[config.mk]
export PLATFORM = sky130hd
export DESIGN_NAME = lbuf_wr_sched
export DESIGN_NICKNAME = d
export VERILOG_FILES = /design/src/rtl/lbuf_pkg.sv /design/src/rtl/lbuf_chunk_calc.sv /design/src/rtl/lbuf_wr_sched.sv
export SDC_FILE = /design/constraint.sdc
export NUM_CORES = 1
export LEC_CHECK = 0
export CAP_MARGIN = 20
export CORE_MARGIN = 2
export CORE_UTILIZATION = 30
export DETAILED_ROUTE_END_ITERATION = 12
export HOLD_SLACK_MARGIN = 0.08
export PLACE_DENSITY = 0.58
export SLEW_MARGIN = 20
export SYNTH_ARGS = -nofsm -noshare
export SYNTH_HDL_FRONTEND = slang
export SYNTH_HIERARCHICAL = 1
export SYNTH_SLANG_ARGS = --single-unit
export TNS_END_PERCENT = 30
[constraint.sdc]
create_clock -name clk -period 3.2 [get_ports clk]
set_clock_uncertainty 0.15 [all_clocks]
set_input_delay 0.48 -clock clk [delete_from_list [all_inputs] [get_ports clk]]
set_output_delay 0.48 -clock clk [all_outputs]
set_load 0.02 [all_outputs]
[src/rtl/lbuf_pkg.sv]
// ---------------------------------------------------------------------------
// lbuf_pkg
// Shared definitions for the lbuf path: the scheduler state encoding, the
// 4 KB host page size and the set of legal max-payload sizes. The lbuf
// hand-out FSM and the TLP generator import the same package.
// ---------------------------------------------------------------------------
package lbuf_pkg;

    typedef enum logic [2:0] {
        ST_IDLE  = 3'd0,
        ST_CALC1 = 3'd1,
        ST_CALC2 = 3'd2,
        ST_ISSUE = 3'd3,
        ST_DONE  = 3'd4,
        ST_DRAIN = 3'd5
    } lbuf_state_e;

    localparam int unsigned PAGE_BYTES    = 4096;
    localparam int unsigned MPS_MIN_BYTES = 128;
    localparam int unsigned MPS_MAX_BYTES = 512;

    // A max payload size is legal when it is a power of two in 128..512.
    function automatic bit mps_is_legal(input int unsigned mps);
        return (mps == 128) || (mps == 256) || (mps == 512);
    endfunction

endpackage

[src/rtl/lbuf_chunk_calc.sv]
// ---------------------------------------------------------------------------
// lbuf_chunk_calc
// Two-stage size pipeline for one memory-write request.
//   Stage 1 (registered on c1_load_i): c1 = min(remain, MPS, bytes left in
//   the current 4 KB page).
//   Stage 2 (combinational on c1_q): chunk = min(c1, avail_qw*8).
// Ports:
//   clk, rst        clock, synchronous active-high reset
//   c1_load_i       capture stage-1 result (scheduler is in CALC1)
//   remain_i        bytes still to schedule (qword multiple)
//   cur_addr_lo_i   low 12 bits of the next request address
//   avail_qw_i      qwords staged in the RX packet buffer
//   avail_zero_o    nothing staged; scheduler must wait
//   chunk_o         size in bytes of the request to issue
// ---------------------------------------------------------------------------
module lbuf_chunk_calc
    import lbuf_pkg::*;
#(
    parameter int unsigned MPS_BYTES = 128,
    parameter int unsigned AVAIL_W   = 16
) (
    input  logic               clk,
    input  logic               rst,
    input  logic               c1_load_i,
    input  logic [31:0]        remain_i,
    input  logic [11:0]        cur_addr_lo_i,
    input  logic [AVAIL_W-1:0] avail_qw_i,
    output logic               avail_zero_o,
    output logic [31:0]        chunk_o
);

    // Compare width wide enough for both the staged count and c1 in qwords.
    localparam int unsigned CW = (AVAIL_W > 32) ? AVAIL_W : 32;

    logic [12:0]   page_room;
    logic [31:0]   c1_d;
    logic [31:0]   c1_q;
    logic [CW-1:0] avail_ext;
    logic [CW-1:0] c1_qw;

    // cur_addr is qword aligned, so page_room lies in 8..4096.
    // NOTE: every variable driven in always_comb gets a value on every path
    // (here the first statement), otherwise synthesis infers a latch.
    always_comb begin
        page_room = 13'(PAGE_BYTES) - {1'b0, cur_addr_lo_i};
        c1_d      = remain_i;
        if (c1_d > 32'(MPS_BYTES)) c1_d = 32'(MPS_BYTES);
        if (c1_d > 32'(page_room)) c1_d = 32'(page_room);
    end

    // NOTE: rst is synchronous, so it is tested inside the clocked block and
    // is not in the sensitivity list; state uses non-blocking assignments so
    // every flop samples pre-edge values.
    always_ff @(posedge clk) begin
        if (rst) begin
            c1_q <= '0;
        end else if (c1_load_i) begin
            c1_q <= c1_d;
        end
    end

    // min(c1, avail*8) without a saturating multiply: c1 is a qword multiple
    // of at most 512 B, so when avail_qw is below c1/8 the product fits.
    assign avail_ext    = CW'(avail_qw_i);
    assign c1_qw        = CW'(c1_q[31:3]);
    assign avail_zero_o = (avail_qw_i == '0);

    always_comb begin
        if (avail_ext >= c1_qw) chunk_o = c1_q;
        else                    chunk_o = 32'(avail_ext) << 3;
    end

endmodule

[src/rtl/lbuf_wr_sched.sv]
// ---------------------------------------------------------------------------
// lbuf_wr_sched
// Splits a granted large host buffer (lbuf) into PCIe memory-write requests.
// Each request is capped by max payload size, the 4 KB page boundary and the
// data already staged in the RX packet buffer. lbuf_dn_o returns the lbuf
// once the final request has been accepted.
// Ports:
//   clk, rst          clock, synchronous active-high reset
//   lbuf_addr_i       lbuf base byte address ([2:0] ignored)
//   lbuf_len_i        lbuf length in bytes ([2:0] ignored)
//   lbuf_en_i         lbuf valid level, held until after lbuf_dn_o
//   lbuf64b_i         address needs a 64-bit TLP header
//   lbuf_dn_o         one-cycle pulse: lbuf fully scheduled
//   avail_qw_i        qwords staged and not yet committed
//   commit_qw_o       qwords consumed by the accepted request
//   commit_en_o       one-cycle pulse on request acceptance
//   req_valid_o/req_ready_i   request handshake to the TLP generator
//   req_addr_o        request byte address
//   req_len_dw_o      payload length in dwords (always even)
//   req_64b_o         lbuf64b_i captured at grant
//   req_last_o        final request of this lbuf
//   busy_o            lbuf held, from grant until the drain completes
// ---------------------------------------------------------------------------
module lbuf_wr_sched
    import lbuf_pkg::*;
#(
    parameter int unsigned MPS_BYTES = 128,
    parameter int unsigned AVAIL_W   = 16
) (
    input  logic               clk,
    input  logic               rst,
    input  logic [63:0]        lbuf_addr_i,
    input  logic [31:0]        lbuf_len_i,
    input  logic               lbuf_en_i,
    input  logic               lbuf64b_i,
    output logic               lbuf_dn_o,
    input  logic [AVAIL_W-1:0] avail_qw_i,
    output logic [9:0]         commit_qw_o,
    output logic               commit_en_o,
    output logic               req_valid_o,
    input  logic               req_ready_i,
    output logic [63:0]        req_addr_o,
    output logic [9:0]         req_len_dw_o,
    output logic               req_64b_o,
    output logic               req_last_o,
    output logic               busy_o
);

    if (!mps_is_legal(MPS_BYTES)) begin : g_bad_mps
        $error("lbuf_wr_sched: MPS_BYTES must be 128, 256 or 512");
    end

    lbuf_state_e state_q;
    logic [63:0] cur_addr_q;
    logic [31:0] remain_q;
    logic [31:0] chunk_q;
    logic        lbuf_dn_q;
    logic [9:0]  commit_qw_q;
    logic        commit_en_q;
    logic        req_valid_q;
    logic [63:0] req_addr_q;
    logic [9:0]  req_len_dw_q;
    logic        req_64b_q;
    logic        req_last_q;
    logic        busy_q;

    logic        avail_zero;
    logic [31:0] chunk;

    // Addresses and lengths are qword granular; the low bits are dropped.
    logic        unused_lsbs;
    assign unused_lsbs = ^{lbuf_addr_i[2:0], lbuf_len_i[2:0]};

    lbuf_chunk_calc #(
        .MPS_BYTES (MPS_BYTES),
        .AVAIL_W   (AVAIL_W)
    ) u_chunk_calc (
        .clk           (clk),
        .rst           (rst),
        .c1_load_i     (state_q == ST_CALC1),
        .remain_i      (remain_q),
        .cur_addr_lo_i (cur_addr_q[11:0]),
        .avail_qw_i    (avail_qw_i),
        .avail_zero_o  (avail_zero),
        .chunk_o       (chunk)
    );

    // lbuf_en_i dropping outside IDLE/DRAIN is a protocol violation; the FSM
    // ignores it there and finishes the lbuf it already owns.
    always_ff @(posedge clk) begin
        if (rst) begin
            state_q      <= ST_IDLE;
            cur_addr_q   <= '0;
            remain_q     <= '0;
            chunk_q      <= '0;
            lbuf_dn_q    <= 1'b0;
            commit_qw_q  <= '0;
            commit_en_q  <= 1'b0;
            req_valid_q  <= 1'b0;
            req_addr_q   <= '0;
            req_len_dw_q <= '0;
            req_64b_q    <= 1'b0;
            req_last_q   <= 1'b0;
            busy_q       <= 1'b0;
        end else begin
            lbuf_dn_q   <= 1'b0;
            commit_en_q <= 1'b0;
            case (state_q)
                ST_IDLE: begin
                    if (lbuf_en_i) begin
                        cur_addr_q <= {lbuf_addr_i[63:3], 3'b000};
                        remain_q   <= {lbuf_len_i[31:3], 3'b000};
                        req_64b_q  <= lbuf64b_i;
                        busy_q     <= 1'b1;
                        if (lbuf_len_i[31:3] == '0) begin
                            // lbuf_dn is registered, so it rises on entry to DONE.
                            lbuf_dn_q <= 1'b1;
                            state_q   <= ST_DONE;
                        end else begin
                            state_q   <= ST_CALC1;
                        end
                    end
                end
                ST_CALC1: state_q <= ST_CALC2;
                ST_CALC2: begin
                    // Re-sample avail_qw every cycle until data is staged.
                    if (!avail_zero) begin
                        chunk_q      <= chunk;
                        req_addr_q   <= cur_addr_q;
                        req_len_dw_q <= chunk[11:2];
                        req_last_q   <= (chunk == remain_q);
                        req_valid_q  <= 1'b1;
                        state_q      <= ST_ISSUE;
                    end
                end
                ST_ISSUE: begin
                    if (req_ready_i) begin
                        req_valid_q <= 1'b0;
                        commit_en_q <= 1'b1;
                        commit_qw_q <= chunk_q[12:3];
                        cur_addr_q  <= cur_addr_q + 64'(chunk_q);
                        remain_q    <= remain_q - chunk_q;
                        if (req_last_q) begin
                            lbuf_dn_q <= 1'b1;
                            state_q   <= ST_DONE;
                        end else begin
                            state_q   <= ST_CALC1;
                        end
                    end
                end
                ST_DONE: state_q <= ST_DRAIN;
                ST_DRAIN: begin
                    // Hold busy until the grant is withdrawn so the stale lbuf
                    // is not picked up again from IDLE.
                    if (!lbuf_en_i) begin
                        busy_q  <= 1'b0;
                        state_q <= ST_IDLE;
                    end
                end
                default: state_q <= ST_IDLE;
            endcase
        end
    end

    assign lbuf_dn_o    = lbuf_dn_q;
    assign commit_qw_o  = commit_qw_q;
    assign commit_en_o  = commit_en_q;
    assign req_valid_o  = req_valid_q;
    assign req_addr_o   = req_addr_q;
    assign req_len_dw_o = req_len_dw_q;
    assign req_64b_o    = req_64b_q;
    assign req_last_o   = req_last_q;
    assign busy_o       = busy_q;

endmodule

==> summary.md, run 1 <==
| Metric | Value |
|---|---|
| Net total in the final layout | 2500 |
| Post-route worst hold slack | 133 ps |
| Endpoints failing setup | 1 |
| Number of sinks handled by clock tree synthesis | 243 |
| Run status | finished with violations |
| Final worst slack | -64.3 ps |
| 1st-iter DRT viols | 1306 |
| Final total negative setup slack | -64.3 ps |
| Post-detailed-placement half-perimeter wirelength | 43600 um |
| Maximum number of pins on one net before global-route repair | 97 |
| Count of warnings emitted by yosys | 6 |
| Count of pins over their slew limit | 0 |
| Start point of the worst min-delay path | rst |
| Worst slew pin tran | 606 ps |
| Proportion of synthesized chip area in sequential cells | 32.2% |
| R2r endpoint | req_last_o$_SDFFE_PP0P_ |
| Detailed-route vias per instance | 5.24 |
| Crit path max fanout | 7 |
| DRC errors left | 0 |
| Core Footprint | 0.0500 mm^2 |
| Cell types with the largest area share after synthesis | sky130_fd_sc_hd__dfxtp_1 (32%), sky130_fd_sc_hd__nand2_1 (8.9%), sky130_fd_sc_hd__a21oi_1 (8.0%) |
| Site Rows | 82 |
| Depth of the worst register-to-register path | 13 |
| Flop2flop setup slack | -60 ps |
| Static leakage | 7.92 nW |
| List of cells traversed by the critical path | inv_1 -> ha_1 -> a21o_1 -> a2111oi_4 -> nor4_4 -> nor3_4 -> buf_6 -> mux2_2 -> xnor2_1 -> nand4_1 -> nor4_1 -> nand3_1 -> a21oi_2 |
| Largest stage delay, worst path | 450 ps |
| Avg Inst Size Synth | 7.65 um^2 |
| Final instance count without filler cells | 2978 |
| Crit path DAT | 3610 ps |
| CP Data Required Time | 3540 ps |
| Share of flip-flops with an asynchronous set or reset after synthesis | 0% |
| Top_reg_cell synth | sky130_fd_sc_hd__dfxtp_1 |
| Effective utilization at floorplan | 30.2% |
| Count of max-cap constraint violations | 0 |
| Final total power | 0.0114 W |
| Post-detailed-route wirelength per cell | 19.1 um |
| Final standard cell utilization of the core | 41.2% |
| Hold endpoint | u_chunk_calc/c1_q[12]$_SDFFE_PP0P_ |
| Residual antenna-violating net count after detailed routing | 0 |
| Cell variety after synth | 87 |
| Fraction of final layout cells sized beyond drive strength 1 | 16.4% |
| Wire length of the first global-routing pass | 87400 um |
| Die boundary height | 228 um |
| Number of hold buffers added after CTS | 0 |
| Top-area cell type share of the netlist area | 32.2% |
| Clk buf depth | 3 |
| TritonCTS clock tree | yes |
| Slowest-stage cell, CP | sky130_fd_sc_hd__a2111oi_4 |
| Later-pin clock latency in the skew report | 580 ps |
| Overall routing resource usage | 20.9% |
| Clock slew seen by the registers of the worst setup and hold paths | 60 ps |
| Number of fill cells in the layout | 5086 |
| Detailed-router iteration count before antenna repair | 5 |
| Highest ir drop seen on vdd | 0.375 mV |
| Synth Cell Area | 0.0151 mm^2 |
| Top library cells by usage in the layout, fill and taps aside | sky130_fd_sc_hd__nand2_1 (355), sky130_fd_sc_hd__a21oi_1 (232), sky130_fd_sc_hd__dfxtp_1 (227) |
| Violated checks | setup timing |
| Worst reg2reg path startpoint | u_chunk_calc/c1_q[6]$_SDFFE_PP0P_ |
| Grt ovf | 0 |
| Port Buffers | 200 |
| Leading cell type in the layout, fill and taps excluded | sky130_fd_sc_hd__nand2_1 |
| Worst relative slew slack | 59.6% |
| Final count of hold timing violations | 0 |
| Routed WL | 57000 um |
| Number of synthesized flops with an enable pin | 0 |
| GP Congestion | 0.927 |
| Cell Pwr Density | 555 mW/mm^2 |
| Chip width | 228 um |
| Root Buffer Master | sky130_fd_sc_hd__clkbuf_16 |
| TritonCTS Buffers | 29 |
| Worst Hold Class | primary input to flop |
| Vias after detailed routing | 15600 |
| Number of antenna violations at the first check in global routing | 3 |
| Highest attainable clock frequency | 306 MHz |
| Period utilisation layout | 102% |
| Post-synthesis instance total | 1976 |
| Number of global-route vias before repair | 15100 |
| Critical path launch point type | flop |
| Post-placement cell count | 2916 |
| Top-Level Pins | 207 |
| Number of instances on the worst hold path | 2 |
| Final critical-path required period | 3260 ps |
| Area leader, netlist | sky130_fd_sc_hd__dfxtp_1 |
| H-Tree Level Count | 1 |
| Die outline area | 0.0522 mm^2 |
| Worst Setup Path Type | flop to flop |
| Layout overhead on the synthesized area | 36.2% |
| Endpoint type of the worst setup path | flop |
| Flop and latch count out of synthesis | 243 |
| RSZ-0062 raised after global routing | yes |
## worst max-delay path by stage
stage,from,end,slack (ps),depth (start not counted)
2_1_floorplan,avail_qw_i[8],req_last_o$_SDFFE_PP0P_,-20,13
3_3_place_gp,avail_qw_i[6],req_last_o$_SDFFE_PP0P_,-640,14
3_5_place_dp,avail_qw_i[6],req_last_o$_SDFFE_PP0P_,-650,14
4_1_cts,chunk_q[3]$_SDFFE_PP0P_,remain_q[31]$_SDFFE_PP0P_,-40,13
5_1_grt,u_chunk_calc/c1_q[11]$_SDFFE_PP0P_,req_last_o$_SDFFE_PP0P_,-170,15
6_report,u_chunk_calc/c1_q[6]$_SDFFE_PP0P_,req_last_o$_SDFFE_PP0P_,-60,13
## registers in the layout, indices dropped and copies added, names as in the netlist
register and count:
req_addr_o 64, chunk_q 32, cur_addr_q 64, commit_qw_o 10
req_64b_o 1, busy_o 1, req_valid_o 1, u_chunk_calc/c1_q 32
state_q 3, lbuf_dn_o 1, remain_q 32, req_last_o 1
commit_en_o 1
## cell families after synthesis
logic type | after synthesis | synth area share [%]
adder cells (fa/ha/maj) | 95 | 7.97
AND/OR/NAND/NOR | 766 | 23.4
multiplexers | 26 | 2.10
AO/OA/AOI/OAI | 540 | 22.7
buffers and inverters | 213 | 6.24
flip-flops | 243 | 32.2
XOR/XNOR | 92 | 5.33
other | 1 | 0.0248
## routing by layer
layer / part of all wire [%] / vias up / GRT usage [%]
met3: 5.6 / 87 / 2.87
met2: 47 / 501 / 35.6
met5: 0.040 / - / 0
li1: - / 7622 / -
met4: 2.6 / 4 / 5.33
met1: 45 / 7394 / 27.9
## power by group
| group | total, W | internal (W) | switching (W) |
|---|---|---|---|
| clock | 0.00359 | 0.00222 | 0.00138 |
| combinational | 0.00426 | 0.00190 | 0.00236 |
| sequential | 0.00358 | 0.00328 | 0.000299 |
| total | 0.0114 | 0.00740 | 0.00403 |
## cells in the mapped netlist, types with 8 or more instances
library cell / count
sky130_fd_sc_hd__xnor2_1: 69
sky130_fd_sc_hd__a221oi_1: 9
sky130_fd_sc_hd__and3_1: 35
sky130_fd_sc_hd__mux2_4: 10
sky130_fd_sc_hd__nand2b_1: 11
sky130_fd_sc_hd__inv_1: 80
sky130_fd_sc_hd__o21a_1: 11
sky130_fd_sc_hd__clkbuf_1: 87
sky130_fd_sc_hd__a21o_1: 27
sky130_fd_sc_hd__or4_1: 9
sky130_fd_sc_hd__a311oi_1: 22
sky130_fd_sc_hd__dfxtp_1: 243
sky130_fd_sc_hd__o211ai_1: 19
sky130_fd_sc_hd__nand4_1: 36
sky130_fd_sc_hd__nand3_1: 50
sky130_fd_sc_hd__nor3_1: 31
sky130_fd_sc_hd__o21bai_1: 10
sky130_fd_sc_hd__mux2i_1: 10
sky130_fd_sc_hd__nor4_1: 30
sky130_fd_sc_hd__ha_1: 93
sky130_fd_sc_hd__a21oi_1: 242
sky130_fd_sc_hd__nor2_1: 131
sky130_fd_sc_hd__a211oi_1: 19
sky130_fd_sc_hd__buf_2: 8
sky130_fd_sc_hd__o22ai_1: 9
sky130_fd_sc_hd__buf_4: 26
sky130_fd_sc_hd__nand2_1: 358
sky130_fd_sc_hd__and2_1: 23
sky130_fd_sc_hd__xor2_1: 23
sky130_fd_sc_hd__a31oi_1: 23
sky130_fd_sc_hd__o21ai_0: 74
sky130_fd_sc_hd__nor2b_1: 17
## worst max-delay path: cells and delay by family, from the launching register on
kind | cells | cell delay, ps
compound gates | 3 | 760
xor+xnor | 1 | 180
simple gates | 5 | 900
buf+inv | 2 | 230
fa+ha+maj | 1 | 290
flops | 1 | 320
mux | 1 | 360
## through the flow
stage / setup WS, ps / cell area, um^2
floorplan: -23.7 / 15200
global placement: -638 / 19000
detailed placement: -648 / 19000
CTS: -44.3 / 20000
global route: -171 / 20600
finish: -64.3 / 20600
## layout make-up
cell class / instances / area [um^2] / share of cell area, %
multi-input combinational: 1537 / 9920 / 48.2
inverter: 80 / 300 / 1.46
antenna: 2 / 5.00 / 0.0243
clock inverter: 9 / 179 / 0.870
tap: 672 / 841 / 4.09
clock buffer: 38 / 840 / 4.08
timing repair buffer: 397 / 3610 / 17.5
sequential: 243 / 4890 / 23.8
## what timing repair did
item                                    in CTS  in global routing
setup buffers                                1                 11
pin swaps                                    5                 28
resized for setup                           10                100
endpoints found under the setup margin      20                 54
gates cloned                                 0                  1
Note: power is estimated with default switching activity, not from simulation.
==> inputs of run 2 (changes only) <==
HOLD_SLACK_MARGIN = unset   (was 0.08)
==> results of run 2 <==
Same layout as run 1: the final DEF is identical, and so are final timing and power.
